[config.mk]
export PLATFORM = sky130hd
export DESIGN_NAME = uart_rx_fifo_flat
export DESIGN_NICKNAME = d
export VERILOG_FILES = /design/src/rtl/uart_pkg.sv /design/src/rtl/uart_rx_fifo_if.sv /design/src/rtl/sync_fifo.sv /design/src/rtl/uart_rx_fifo.sv /design/src/flat_wrapper.sv
export SDC_FILE = /design/constraint.sdc
export NUM_CORES = 1
export LEC_CHECK = 0
export BUFFER_PORTS_ARGS = -buffer_cell sky130_fd_sc_hd__buf_2
export CAP_MARGIN = 20
export CORE_ASPECT_RATIO = 1.2
export CORE_MARGIN = 2
export CORE_UTILIZATION = 60
export DETAILED_ROUTE_END_ITERATION = 10
export PLACE_DENSITY = 0.88
export SETUP_SLACK_MARGIN = 0.4
export SLEW_MARGIN = 5
export SYNTH_ARGS = -nofsm -noshare
export SYNTH_HDL_FRONTEND = slang
export SYNTH_SLANG_ARGS = --single-unit
export TNS_END_PERCENT = 100
[constraint.sdc]
create_clock -name clk -period 3.55 [get_ports clk]
set_clock_uncertainty 0.05 [all_clocks]
set_input_delay 0.5325 -clock clk [delete_from_list [all_inputs] [get_ports clk]]
set_output_delay 0.5325 -clock clk [all_outputs]
set_load 0.05 [all_outputs]
[src/rtl/uart_pkg.sv]
// Shared UART constants and types for the RX and TX buffering blocks.
// Latency: n/a (declarations only).
// Backpressure: n/a.
package uart_pkg;

   localparam int UART_WIDTH         = 8;
   localparam int RX_FIFO_DEPTH_LOG2 = 4;
   localparam int TX_FIFO_DEPTH_LOG2 = 4;

   typedef logic [UART_WIDTH-1:0] uart_char_t;

endpackage

[src/rtl/uart_rx_fifo_if.sv]
// Bundle of the UART-side handshake and CPU-side read/status signals of the RX buffer.
// Latency: n/a (wiring only).
// Backpressure: n/a; "slave" is the buffer's view, "master" is the UART + CPU environment.
// Signals: uart_full/uart_dout/uart_rd (UART handshake), rd_en/rd_data (FWFT pop),
//          empty/fifo_full/level/overflow (status), clr_ovf/flush (control).
interface uart_rx_fifo_if
   import uart_pkg::*;
#(
   parameter int DEPTH_LOG2 = RX_FIFO_DEPTH_LOG2,
   parameter int WIDTH      = UART_WIDTH
);

   logic                  uart_full;
   logic [WIDTH-1:0]      uart_dout;
   logic                  uart_rd;
   logic                  rd_en;
   logic [WIDTH-1:0]      rd_data;
   logic                  empty;
   logic                  fifo_full;
   logic [DEPTH_LOG2:0]   level;
   logic                  overflow;
   logic                  clr_ovf;
   logic                  flush;

   modport master (
      output uart_full, uart_dout, rd_en, clr_ovf, flush,
      input  uart_rd, rd_data, empty, fifo_full, level, overflow
   );

   modport slave (
      input  uart_full, uart_dout, rd_en, clr_ovf, flush,
      output uart_rd, rd_data, empty, fifo_full, level, overflow
   );

endinterface

[src/rtl/sync_fifo.sv]
// Generic single-clock first-word-fall-through FIFO with flush, level, empty and full.
// Latency: a push is visible at pop_dat/empty the cycle after the push edge.
// Backpressure: a push while full is accepted only if a pop frees a slot that cycle, else it is refused (drop).
// Ports: clk, rst (sync, active-high); push/push_dat; pop/pop_dat; flush;
//        empty, full, level (registered); drop (combinational, push refused this cycle).
module sync_fifo #(
   parameter int DEPTH_LOG2 = 4,
   parameter int WIDTH      = 8
) (
   input  logic                clk,
   input  logic                rst,
   input  logic                push,
   input  logic [WIDTH-1:0]    push_dat,
   input  logic                pop,
   input  logic                flush,
   output logic [WIDTH-1:0]    pop_dat,
   output logic                empty,
   output logic                full,
   output logic [DEPTH_LOG2:0] level,
   output logic                drop
);

   localparam int DEPTH = 1 << DEPTH_LOG2;

   typedef logic [DEPTH_LOG2-1:0] ptr_t;
   typedef logic [DEPTH_LOG2:0]   lvl_t;

   localparam ptr_t PTR_ONE = ptr_t'(1);
   localparam lvl_t LVL_ONE = lvl_t'(1);
   localparam lvl_t LVL_MAX = lvl_t'(DEPTH);

   logic [WIDTH-1:0] mem [DEPTH];
   ptr_t             wptr;
   ptr_t             rptr;
   logic             pop_ok;
   logic             push_ok;
   lvl_t             lvl_nxt;

   // A pop while full frees the slot the same-cycle push lands in.
   always_comb begin
      pop_ok  = pop & ~empty;
      push_ok = push & (~full | pop_ok);
      drop    = push & ~flush & ~push_ok;
      lvl_nxt = level;
      case ({push_ok, pop_ok})
         2'b10:   lvl_nxt = level + LVL_ONE;
         2'b01:   lvl_nxt = level - LVL_ONE;
         default: lvl_nxt = level;
      endcase
   end

   always_ff @(posedge clk) begin
      if (rst || flush) begin
         wptr  <= '0;
         rptr  <= '0;
         level <= '0;
         empty <= 1'b1;
         full  <= 1'b0;
      end else begin
         if (push_ok) wptr <= wptr + PTR_ONE;
         if (pop_ok)  rptr <= rptr + PTR_ONE;
         level <= lvl_nxt;
         empty <= (lvl_nxt == '0);
         full  <= (lvl_nxt == LVL_MAX);
      end
   end

   // Storage is deliberately left out of reset.
   always_ff @(posedge clk) begin
      if (push_ok && !flush) mem[wptr] <= push_dat;
   end

   assign pop_dat = mem[rptr];

endmodule

[src/rtl/uart_rx_fifo.sv]
// Drains the UART receiver into a FWFT FIFO for the CPU, with sticky overflow reporting.
// Latency: byte captured at edge N is poppable (empty=0) after edge N; uart_rd pulses after edge N.
// Backpressure: none toward the UART (always drained); a byte arriving while full is dropped and flagged.
// Ports: clk, rst (sync, active-high); bus (uart_rx_fifo_if.slave) carrying the UART
//        handshake, the CPU pop port, status and the flush/clr_ovf controls.
module uart_rx_fifo
   import uart_pkg::*;
#(
   parameter int DEPTH_LOG2 = RX_FIFO_DEPTH_LOG2,
   parameter int WIDTH      = UART_WIDTH
) (
   input  logic           clk,
   input  logic           rst,
   uart_rx_fifo_if.slave  bus
);

   logic cap;
   logic drop;

   // The UART keeps full high for one cycle after our read strobe, so the
   // strobe itself masks that cycle and prevents a double capture.
   assign cap = bus.uart_full & ~bus.uart_rd;

   sync_fifo #(
      .DEPTH_LOG2 (DEPTH_LOG2),
      .WIDTH      (WIDTH)
   ) u_fifo (
      .clk      (clk),
      .rst      (rst),
      .push     (cap),
      .push_dat (bus.uart_dout),
      .pop      (bus.rd_en),
      .flush    (bus.flush),
      .pop_dat  (bus.rd_data),
      .empty    (bus.empty),
      .full     (bus.fifo_full),
      .level    (bus.level),
      .drop     (drop)
   );

   // uart_rd pulses for every capture, including dropped or flushed bytes.
   // An overflow in the same cycle as clr_ovf keeps the flag set.
   always_ff @(posedge clk) begin
      if (rst) begin
         bus.uart_rd  <= 1'b0;
         bus.overflow <= 1'b0;
      end else begin
         bus.uart_rd <= cap;
         if (drop)             bus.overflow <= 1'b1;
         else if (bus.clr_ovf) bus.overflow <= 1'b0;
      end
   end

endmodule

[src/flat_wrapper.sv]
// flat-port wrapper written by rule: the top's interface ports become plain ports
module uart_rx_fifo_flat import uart_pkg::*;
#(
   parameter int DEPTH_LOG2 = RX_FIFO_DEPTH_LOG2,
   parameter int WIDTH      = UART_WIDTH
)
  (clk, rst, bus_uart_full, bus_uart_dout, bus_rd_en, bus_clr_ovf, bus_flush, bus_uart_rd, bus_rd_data, bus_empty, bus_fifo_full, bus_level, bus_overflow);
  uart_rx_fifo_if #(.DEPTH_LOG2(DEPTH_LOG2), .WIDTH(WIDTH)) bus_i ();
  input  logic clk;
  input  logic rst;
  input wire logic [$bits(bus_i.uart_full)-1:0] bus_uart_full;
  input wire logic [$bits(bus_i.uart_dout)-1:0] bus_uart_dout;
  input wire logic [$bits(bus_i.rd_en)-1:0] bus_rd_en;
  input wire logic [$bits(bus_i.clr_ovf)-1:0] bus_clr_ovf;
  input wire logic [$bits(bus_i.flush)-1:0] bus_flush;
  output wire logic [$bits(bus_i.uart_rd)-1:0] bus_uart_rd;
  output wire logic [$bits(bus_i.rd_data)-1:0] bus_rd_data;
  output wire logic [$bits(bus_i.empty)-1:0] bus_empty;
  output wire logic [$bits(bus_i.fifo_full)-1:0] bus_fifo_full;
  output wire logic [$bits(bus_i.level)-1:0] bus_level;
  output wire logic [$bits(bus_i.overflow)-1:0] bus_overflow;
  assign bus_i.uart_full = bus_uart_full;
  assign bus_i.uart_dout = bus_uart_dout;
  assign bus_i.rd_en = bus_rd_en;
  assign bus_i.clr_ovf = bus_clr_ovf;
  assign bus_i.flush = bus_flush;
  assign bus_uart_rd = bus_i.uart_rd;
  assign bus_rd_data = bus_i.rd_data;
  assign bus_empty = bus_i.empty;
  assign bus_fifo_full = bus_i.fifo_full;
  assign bus_level = bus_i.level;
  assign bus_overflow = bus_i.overflow;
  uart_rx_fifo #(.DEPTH_LOG2(DEPTH_LOG2), .WIDTH(WIDTH)) u_core (.clk(clk), .rst(rst), .bus(bus_i));
endmodule
==> flow_summary_export.csv <==
group,metric,value,unit
run_status,status,"complete, no violations",
synth,synth_seq_cells,149,
floorplan,io_pins,31,
route,ant_nets,0,
floorplan,fp.dieW,95.5,um
synth,synth.most_common_cell,"edfxtp_1",
timing,whs,0.256,ns
clock_tree,cts-htree-levels,4,
timing,setup_tns,0,ns
clock_tree,ctsRootBufferMaster,"clkbuf_16",
floorplan,die-area,0.0109,mm^2
route,viasPerCell,6.25,
route,wl_met2,6.79,mm
route,remaining_drc_errors,0,
power,share_comb_of_total_power,0.037,
timing,slew_headroom,0.361,
floorplan,rows,40,
clock_tree,clk_path_buf_depth,2,
critical_path,cp.required,2.97,ns
synth,synth_enable_flop_cells,128,
timing,setup_viol,0,
final_layout,antenna_cells,0,
final_layout,utilization,0.698,
final_layout,nets,389,
synth,avgSynthCellArea,19.0,um^2
synth,synth_area_leaders,"edfxtp_1 64%, mux4_1 10%, dfxtp_1 7.0%, mux4_2 6.0%, nor2_1 2.0%",
final_layout,syn_to_final_growth,14.7,%
route,first_iter_violations,304,
synth,async_flop_share,0,
power,power_frac_clock,0.443,
placement,placed_cell_area,0.00635,mm^2
synth,ys_warn_count,0,
power,leakage,2.38,nW
synth,synthAdderAreaFrac,0.0166,
floorplan,chipHeight,114,um
synth,synth_xor_area_frac,0.0145,
synth,syn-cell-area,0.00603,mm^2
grt,grt_pass1_vias,3259,
power,p_int,2.97,mW
critical_path,start_kind,"register",
route,routed_wl,12.5,mm
clock_tree,clock-sinks,149,
route,routed-via-count,3163,
synth,synth-main-ff-cell,"edfxtp_1",
critical_path,critPathTopFamily,"multiplexers",
min_path,hold_path_class,"input port to register",
final_layout,multiInputGateArea,0.00164,mm^2
critical_path,cp_cell_sequence,"buf_4, mux4_1, mux4_2, buf_2",
run,cap_violations,0,
final_layout,fin_area,0.00692,mm^2
final_layout,fillCellCount,590,
power,p_sw,0.718,mW
synth,synth_top_area_frac,0.637,
placement,routabilityCongestion,0.733,
critical_path,crit_arrival,2.46,ns
synth,netlist_top_cells_count,"128 x edfxtp_1, 32 x nor2_1, 24 x mux4_1",
clock_tree,clk_latency,0.41,ns
route,wl_per_cell,24.6,um
grt,grt_pass1_wl,18.9,mm
timing,min_period_over_period,0.858,
synth,synth_compound_area_frac,0.0203,
grt,grt_overflow,0,
route,met3WireLength,740,um
timing,rsz0062_at_grt,"no",
route,m1WireLength,4.57,mm
synth,yosysTopAreaCell,"edfxtp_1",
clock_tree,cts_made_buffers,17,
synth,syn_nets,340,
clock_tree,cts_tree,"built",
clock_tree,cts_hold_buf,0,
synth,synth.distinct_cells,38,
route,top_layer,"met4",
route,first_pass_iters,4,
power,p_seq_frac,0.520,
critical_path,slowest_delay,0.59,ns
synth,syn_inst,318,
floorplan,floorplan.initialDensity,0.608,
grt,grt_use_total,0.254,
synth,synth_top_family_by_area,"multiplexers",
clock_tree,cts.clk_slew.worst_paths,0.06,ns
floorplan,design.core.area,0.00991,mm^2
synth,synth_mux_area_frac,0.169,
synth,synth_seq_area_share,0.707,
critical_path,setup.worst_path.class,"register to primary output",
grt,antenna_found_initial,0,
timing,max_freq,0.328,GHz
critical_path,end_kind,"primary output",
critical_path,critPathMaxFanout,12,
timing,post-route-min-period,3.04,ns
timing,hold_violations,0,
timing,drv_slew,0,
clock_tree,cts_setup_buffers,0,
synth,synthSimpleGateAreaFrac,0.0492,
placement,port_buffers,30,
critical_path,crit_slowest_cell,"mux4_1",
power,power_density,533,mW/mm^2
timing,worstMarginPinSlew,0.955,ns
critical_path,r2r_slack,0.76,ns
grt,grt_max_degree,33,
power,switching_share,0.195,
final_layout,seq_area,0.00427,mm^2
final_layout,drive_above_1_share,0.237,
power,ir_drop,426,uV
placement,hpwl,7.45,mm
critical_path,critPathBufInv,2,
placed cells by master (no fill, tap or decap), types with 2 or more instances in the layout:
cell and n:
a211oi_1 2, a21oi_1 4, buf_2 30, buf_4 16, clkbuf_1 8, clkbuf_16 19, clkbuf_8 2, clkinv_2 3
dfxtp_1 20, edfxtp_1 128, ha_1 8, inv_1 8, mux2i_1 2, mux4_1 24, mux4_2 16, nand2_1 12
nand2b_1 5, nand4_1 2, nor2_1 32, nor2b_1 4, nor3_1 6, o21ai_0 2, xnor2_1 3, xor2_1 7
layer usage:
| metal | vias up | GRT usage |
|---|---|---|
| met5 | - | 0 |
| met4 | 0 | 0.115 |
| met3 | 26 | 0.0594 |
| met2 | 163 | 0.434 |
| met1 | 1602 | 0.304 |
| li1 | 1372 | - |
kinds of logic after synthesis:
logic type,after synthesis
compound gates,18
xor+xnor,10
fa+ha+maj,8
buf+inv,24
flops,149
mux,43
simple gates,66
layout make-up:
cell class,instances,share of cell area
flip-flops and latches,149,0.617
repair buffers,46,0.0391
clock buffers,29,0.0771
clock inverters,3,0.00217
inverters,8,0.00434
well taps,126,0.0228
multi-input cells,145,0.238
state kept, by name, summed over array words and instances, names as in the netlist, named ones only:
| register | count |
|---|---|
| u_core.u_fifo.mem | 128 |
| u_core.u_fifo.level | 5 |
| u_core.u_fifo.empty | 1 |
| u_core.u_fifo.rptr | 4 |
| u_core.u_fifo.wptr | 4 |
| u_core.bus.overflow | 1 |
| u_core.u_fifo.full | 1 |
| u_core.bus.uart_rd | 1 |
repair_timing:
action,4_1_cts,5_1_grt
endpoints found under the setup margin,4,3
hold endpoints to repair,0,0
resized for setup,1,3
path summary, 6_finish.rpt:
check	start	depth (start not counted)	end
worst min register to register	u_core.bus.overflow	2	u_core.bus.overflow
worst min-delay path	rst	2	u_core.bus.overflow
worst max register to register	u_core.u_fifo.empty	11	u_core.u_fifo.full
worst max-delay path	register	4	bus_rd_data[6]
power groups by stage:
stage	sequential, mW	combinational [mW]	clock (mW)
floorplan	1.96	0.0789	0
global placement	1.95	0.128	0
detailed placement	1.95	0.134	0
CTS	1.92	0.135	1.65
global route	1.92	0.148	1.70
finish	1.92	0.136	1.63
through the flow:
step | power, mW | setup WS (ns) | instances
6_report | 3.68 | 0.506 | 506
2_1_floorplan | 2.04 | 0.675 | 318
3_5_place_dp | 2.09 | 0.357 | 474
4_1_cts | 3.70 | 0.477 | 506
3_3_place_gp | 2.08 | 0.576 | 474
5_1_grt | 3.77 | 0.436 | 506
Power figures use the tool's default switching activity.
